--- src/rtl/mem_arb_pkg.sv ---
// Shared types and constants for the two-port memory arbiter.
package mem_arb_pkg;

  localparam int MEM_ADDR_W = 8;
  localparam int MEM_DATA_W = 32;

  localparam int RQ_CPU = 0;
  localparam int RQ_AUX = 1;

  typedef enum logic [1:0] {
    IDLE   = 2'd0,
    ACCESS = 2'd1,
    RESP   = 2'd2
  } arb_state_e;

endpackage

--- src/rtl/arb_rr_pick.sv ---
// Combinational winner select for two requesters: round-robin by default,
// fixed priority (requester 0 first) when MEM_ARB_FIXED_PRIO_EN is defined.
module arb_rr_pick
  import mem_arb_pkg::*;
(
  input  logic [1:0] req,
  input  logic       last_owner,
  output logic [1:0] winner,
  output logic       valid
);

`ifdef MEM_ARB_FIXED_PRIO_EN
  logic unused_last_owner;
  assign unused_last_owner = last_owner;

  always_comb begin
    winner = 2'b00;
    valid  = |req;
    if (req[RQ_CPU]) begin
      winner[RQ_CPU] = 1'b1;
    end else if (req[RQ_AUX]) begin
      winner[RQ_AUX] = 1'b1;
    end
  end
`else
  always_comb begin
    winner = 2'b00;
    valid  = |req;
    // On a tie the requester that did not go last wins.
    if (req == 2'b11) begin
      winner = last_owner ? 2'b01 : 2'b10;
    end else begin
      winner = req;
    end
  end
`endif

endmodule

--- src/rtl/mem_arbiter.sv ---
// Two-port arbiter sequencing single-word accesses to the shared memory.
// Define MEM_ARB_FIXED_PRIO_EN for fixed priority instead of round-robin.
module mem_arbiter
  import mem_arb_pkg::*;
#(
  parameter int ADDR_W = MEM_ADDR_W,
  parameter int DATA_W = MEM_DATA_W
) (
  input  logic              clk,
  input  logic              rst_n,
  input  logic              clk_enable,
  input  logic              rq0_req,
  input  logic              rq0_we,
  input  logic [ADDR_W-1:0] rq0_addr,
  input  logic [DATA_W-1:0] rq0_wdata,
  output logic              rq0_gnt,
  output logic              rq0_done,
  output logic [DATA_W-1:0] rq0_rdata,
  input  logic              rq1_req,
  input  logic              rq1_we,
  input  logic [ADDR_W-1:0] rq1_addr,
  input  logic [DATA_W-1:0] rq1_wdata,
  output logic              rq1_gnt,
  output logic              rq1_done,
  output logic [DATA_W-1:0] rq1_rdata,
  output logic [ADDR_W-1:0] mem_read_address,
  output logic [ADDR_W-1:0] mem_write_address,
  output logic [DATA_W-1:0] mem_write_data,
  output logic              mem_write_enable,
  input  logic [DATA_W-1:0] mem_read_data
);

  arb_state_e        state_q, state_d;
  logic              last_owner_q, last_owner_d;
  logic              txn_we_q, txn_we_d;
  logic              mem_we_q, mem_we_d;
  logic [ADDR_W-1:0] addr_q, addr_d;
  logic [DATA_W-1:0] wdata_q, wdata_d;
  logic [1:0]        gnt_q, gnt_d;
  logic [1:0]        done_q, done_d;
  logic [DATA_W-1:0] rdata0_q, rdata0_d;
  logic [DATA_W-1:0] rdata1_q, rdata1_d;

  logic [1:0]        pick_winner;
  logic              pick_valid;
  logic              win_aux;

  arb_rr_pick u_pick (
    .req        ({rq1_req, rq0_req}),
    .last_owner (last_owner_q),
    .winner     (pick_winner),
    .valid      (pick_valid)
  );

  assign win_aux = pick_winner[RQ_AUX];

  // last_owner also names the requester whose transaction is in flight.
  always_comb begin
    state_d      = state_q;
    last_owner_d = last_owner_q;
    txn_we_d     = txn_we_q;
    mem_we_d     = 1'b0;
    addr_d       = addr_q;
    wdata_d      = wdata_q;
    gnt_d        = 2'b00;
    done_d       = 2'b00;
    rdata0_d     = rdata0_q;
    rdata1_d     = rdata1_q;

    case (state_q)
      ACCESS: state_d = RESP;
      RESP: begin
        done_d[last_owner_q] = 1'b1;
        if (!txn_we_q) begin
          if (last_owner_q) begin
            rdata1_d = mem_read_data;
          end else begin
            rdata0_d = mem_read_data;
          end
        end
      end
      default: ;
    endcase

    if (state_q != ACCESS) begin
      if (pick_valid) begin
        state_d      = ACCESS;
        gnt_d        = pick_winner;
        last_owner_d = win_aux;
        txn_we_d     = win_aux ? rq1_we : rq0_we;
        mem_we_d     = win_aux ? rq1_we : rq0_we;
        addr_d       = win_aux ? rq1_addr : rq0_addr;
        wdata_d      = win_aux ? rq1_wdata : rq0_wdata;
      end else begin
        state_d = IDLE;
      end
    end
  end

  always_ff @(posedge clk or negedge rst_n) begin
    if (!rst_n) begin
      state_q      <= IDLE;
      last_owner_q <= 1'b1;
      txn_we_q     <= 1'b0;
      mem_we_q     <= 1'b0;
      addr_q       <= '0;
      wdata_q      <= '0;
      gnt_q        <= 2'b00;
      done_q       <= 2'b00;
      rdata0_q     <= '0;
      rdata1_q     <= '0;
    end else if (clk_enable) begin
      state_q      <= state_d;
      last_owner_q <= last_owner_d;
      txn_we_q     <= txn_we_d;
      mem_we_q     <= mem_we_d;
      addr_q       <= addr_d;
      wdata_q      <= wdata_d;
      gnt_q        <= gnt_d;
      done_q       <= done_d;
      rdata0_q     <= rdata0_d;
      rdata1_q     <= rdata1_d;
    end
  end

  assign rq0_gnt           = gnt_q[RQ_CPU];
  assign rq1_gnt           = gnt_q[RQ_AUX];
  assign rq0_done          = done_q[RQ_CPU];
  assign rq1_done          = done_q[RQ_AUX];
  assign rq0_rdata         = rdata0_q;
  assign rq1_rdata         = rdata1_q;
  assign mem_read_address  = addr_q;
  assign mem_write_address = addr_q;
  assign mem_write_data    = wdata_q;
  assign mem_write_enable  = mem_we_q;

endmodule

--- config.mk ---
export PLATFORM = sky130hd
export DESIGN_NAME = mem_arbiter
export DESIGN_NICKNAME = d
export VERILOG_FILES = /design/src/rtl/mem_arb_pkg.sv /design/src/rtl/arb_rr_pick.sv /design/src/rtl/mem_arbiter.sv
export SDC_FILE = /design/constraint.sdc
export NUM_CORES = 1
export LEC_CHECK = 0
export ABC_AREA = 0
export CAP_MARGIN = 20
export CELL_PAD_IN_SITES_DETAIL_PLACEMENT = 1
export CELL_PAD_IN_SITES_GLOBAL_PLACEMENT = 1
export CORE_MARGIN = 4
export CORE_UTILIZATION = 32
export DETAILED_ROUTE_END_ITERATION = 10
export PLACE_DENSITY = 0.83
export SYNTH_ARGS = -nofsm -noshare
export SYNTH_HDL_FRONTEND = slang
export SYNTH_HIERARCHICAL = 1
export SYNTH_SLANG_ARGS = --single-unit
--- constraint.sdc ---
create_clock -name clk -period 2.1 [get_ports clk]
set_input_delay 0.525 -clock clk [delete_from_list [all_inputs] [get_ports clk]]
set_output_delay 0.525 -clock clk [all_outputs]
set_load 0.02 [all_outputs]
After elaboration in Yosys (flattened, before gate mapping)
Cells that the tools add are included.
- bits in latches: 0
- memory bits (writable): 0
- logic and storage cells: 40
- flip-flop bits (word level): 113
- memories: 0
- bits of input ports: 119
- memory bits (read-only): 0
- output and inout bits: 117
- equal/unequal tests: 4
- $lt $le $gt $ge: 2
- reductions and logical operators: 7
- shift-type cells: 0
- bitwise gates (word level): 2
- div/mod/pow operators: 0
- $add $sub $neg: 0
- mux-type cells: 15
- multiply operators: 0
- operators by type and width (cell ; number):
    $mux 32 ; 1
    $mux 2 ; 7
    $mux 8 ; 1
    $reduce_and 4->1 ; 2
    $mux 1 ; 5
    $eq 2x2->1 const B ; 2
    $reduce_and 3->1 ; 1
    $eq 2x1->1 const B ; 1
    $lt 1x2->1 const B ; 1
    $ne 2x1->1 const B ; 1
    $not 1->1 ; 2
    $reduce_and 2->1 ; 1
    $reduce_bool 2->1 ; 1
    $reduce_or 2->1 ; 1
    $demux 1 s1 ; 1
    $ge 1x1->1 const B ; 1
    $logic_and 1x1->1 ; 1

Logic depth before layout (Yosys ltp)
- word-level depth: 5
- mapped depth: 5
- gate-level depth less buffers: 3

Hierarchy
The synthesis kept the hierarchy.
- by module, submodules not included (module ; instances ; area an instance (um2) ; cells each ; seq. area each (um2)):
    mem_arbiter ; 1 ; 4799.6 ; 302 ; 2829.0
    arb_rr_pick ; 1 ; 25.0 ; 4 ; 0.0

Worst setup path after synthesis
No wires, ideal clock.
- kind: in2reg
- start: input port rq1_req
- end: register wdata_q[12] (netlist: mem_write_data[12])
- stages on the path: 5
- setup slack: 247 ps
- arrival time: 1726 ps
- setup time: 127 ps
- required time: 1973 ps
- cell sequence: a21boi_1 > clkbuf_1 > buf_2 > mux2_2 > mux2_1
- longest elaborated chain between the ends: 3
- RTL lines (element ; line ; text):
    from (decl) ; mem_arbiter.sv:19 ; input logic rq1_req,
    $eq 2x2->1 ; arb_rr_pick.sv:30 ; if (req == 2'b11) begin
    $mux 2 ; arb_rr_pick.sv:30 ;
    $mux 32 ; mem_arbiter.sv:93 ; wdata_d = win_aux ? rq1_wdata : rq0_wdata;
    to (signal assigned) ; mem_arbiter.sv:118 ; wdata_q <= wdata_d;
    to (decl) ; mem_arbiter.sv:38 ; logic [DATA_W-1:0] wdata_q, wdata_d;
Several ways; a longest one is shown, not always the timed one.
A chain may end at the register's enable or synchronous reset.

Final worst setup path
- start: register gnt_q[0]
- end: output port rq0_gnt
- RTL lines (element ; line ; text):
    from (decl) ; mem_arbiter.sv:39 ; logic [1:0] gnt_q, gnt_d;
    from (signal assigned) ; mem_arbiter.sv:119 ; gnt_q <= gnt_d;
    to (decl) ; mem_arbiter.sv:16 ; output logic rq0_gnt,
No word-level cell between the ends.

==> key figures <==
Synthesis
  • Mux cell area share after synthesis: between 30% and 40%
  • Cell count after synthesis: 306
  • Syn Area/Cell: 15.8 µm²
  • Xor-xnor portion of the synthesized cell area: 0%
  • Ys Warns: 6
  • Adder-Cell Fraction of Synth Area: 0%
  • Syn Nets: 425
  • Post-synthesis simple-gate area fraction: under 10%
  • Post-Syn Area: roughly 0.0048 mm²
  • Netlist cell types: 24
  • Seq/Total Area, Yosys: 58.6%
  • Synth area leader: dfrtp_1
  • Number of synthesized register bits: approximately 110
  • Post-synth top area share: 58.1%
  • Synth area leaders: dfrtp_1, mux2_2, mux2_1
  • Synth Area in Compound Gates: 1.22%
  • Largest family of logic cells by synthesized area: multiplexers

Power
  • Pwr Density: 1390 mW/mm²
  • Max IR drop VDD: 0.000712 V
  • Leak: 3.35 nW
  • Total power: 11.1 mW

Worst setup path
  • CP Data Arrival Time: 1430 ps
  • Worst Setup End Kind: primary output
  • Worst reg-to-reg setup slack: 410 ps
  • CP max-delay cell: clkdlybuf4s50_1
  • Crit-path max FO: 2
  • Buf/Inv on CP: 1
  • Kind of critical path: flop to primary output
  • Startpoint Class: flop
  • Worst r2r src: last_owner_q
  • Required @ worst endpoint: between 1500 and 2000 ps
  • CP max stage delay: 660 ps
  • Worst reg2reg endpoint: rq1_rdata[17]
  • Critical-path cell list: clkdlybuf4s50_1
  • Worst R2R Path Depth: 4
  • Worst path top cell family by delay: buffers and inverters

Run
  • Max_cap viols: 0

Global route
  • Pin count of the biggest net entering global routing: 62
  • Global-route usage over all layers: around 17%
  • Vias in the first global route: 4051
  • First-pass GRT wire length: ~22000 µm
  • Initial antenna violation count: 0
  • Total global routing overflow: 0

CTS
  • Post-CTS sizing: 0
  • Clock Latency Late Sink: roughly 400 ps
  • Root buf cell: clkbuf_16
  • Post-CTS setup buffer count: 0
  • CTS H-tree depth: 4
  • Clock sinks: roughly 110
  • Num CTS Buffers: 17
  • CTS tree: built
  • Clock-pin slew on the worst setup and hold paths: 50 ps
  • Clk buf depth: 2
  • Hold-fix buffers, CTS: 1

STA
  • Rel. slew slack: between 70% and 80%
  • Final Hold Fails: 0
  • Max Clock Skew: 5.32 ps
  • Max Transition Viols Final: 0
  • Unrepaired setup endpoints after global routing: no
  • Tcrit/Tclk final: around 93%
  • Min Hold Slack: 485 ps
  • Peak Freq: 0.513 GHz
  • Final min period: 1950 ps
  • Setup-failing EPs final: 0
  • Slew at the pin closest to its max-slew limit: about 330 ps
  • Worst Setup Slack, final: 149 ps

Cells and area
  • Layout cell share with drive strength beyond 1: 32.4%
  • Leading cell type in the layout, fill and taps excluded: clkdlybuf4s50_1
  • # diodes: 0
  • P&R area growth vs syn: 66.0%
  • Final Util: 54.7%
  • Most frequent cells in the layout: clkdlybuf4s50_1, mux2_2, dfrtp_1
  • Finished Layout Cells: 749
  • Final #Nets: about 670

Die
  • Die Ht: 131 µm
  • Num ports: 236
  • Starting Density: 32.9%
  • Die area: 0.0171 mm²
  • Core Area: 0.0146 mm²
  • Row count: 44
  • Die W: between 100 and 150 µm

Routing
  • Antenna Nets Post-Route: 0
  • Drt wl/cell: 19.4 µm
  • Final wirelength: 14600 µm
  • DRC: 0
  • Drt initial violations: 67
  • DR vias: 3499
  • DR vias/cell: roughly 4.7
  • Router iterations before antenna repair: 3

Run status
  • Outcome: finished clean

Place
  • Placer Congestion: 0.724
  • Setup Slack @ Placement: -175 ps
  • Final HPWL DP: about 11000 µm
  • Post-placement cell count: 716
  • PortBufs: roughly 240

Min path
  • Hold/Removal Path Class: input pin to asynchronous set/reset pin
[per-layer routing]
| metal | track usage, % | share of wire [%] | routed length, µm |
|---|---|---|---|
| met1 | 17.7 | 36 | 5230 |
| met2 | 31.0 | 53 | 7750 |
| met3 | 7.24 | 9.4 | 1370 |
| met4 | 5.38 | 1.4 | 201 |
| met5 | 0 | 0 | 0 |
[kinds of logic after synthesis]
kind of cell	Yosys count
flops	113
buf+inv	27
compound gates	8
simple gates	10
mux	148
[cell type report]
cell class,count,area (µm²)
inverter,3,11.3
clock inverter,5,75.1
timing repair buffer,251,2550
fill,1446,6640
clock buffer,27,503
tap,184,230
multi-input combinational,166,1810
sequential,113,2830
[worst max path at each step]
stage	from	end	slack (ps)	cells after the start
5_1_grt	gnt_q[0]	rq0_gnt	80	1
6_report	gnt_q[0]	rq0_gnt	150	1
3_3_place_gp	rq1_req	mem_write_data[1]	-120	5
2_1_floorplan	rq1_req	mem_write_data[12]	250	5
4_1_cts	gnt_q[0]	rq0_gnt	100	1
3_5_place_dp	rq1_req	mem_read_address[5]	-170	5
[stage by stage]
stage	cell area, µm²	TNS, ps
final	8010	0
after floorplan	4820	0
after global placement	7420	-3480
after detailed placement	7420	-6450
after CTS	8010	0
after global routing	8010	0
[power by group]
group | leakage (nW) | total (mW) | switching [mW] | internal (mW)
clock | 0.285 | 2.79 | 0.925 | 1.87
sequential | 1.37 | 3.61 | 0.522 | 3.09
combinational | 1.69 | 4.74 | 2.18 | 2.56
[Yosys cell counts]
cell and number:
nand3_1 2, inv_2 1, buf_6 8, nand2_1 2, buf_2 7, and3_1 1
mux2_1 12, mux2i_1 2, nor3b_2 1, o2bb2ai_1 1, inv_1 2, clkbuf_1 1
a21boi_1 2, dfstp_2 1, nand2b_1 1, o21ai_0 2, mux2_2 134, buf_4 8
a22o_1 2, dfrtp_1 112, nand3b_1 1, a21o_1 1, or2_1 1, nor3_4 1
[state kept, by name (all words and copies together), names as in the netlist]
register          flops
gnt_q                 2
done_q                2
state_q               2
last_owner_q          1
mem_write_data       32
mem_write_enable      1
rq0_rdata            32
rq1_rdata            32
mem_read_address      8
txn_we_q              1
Note: power is estimated with default switching activity, not from simulation.
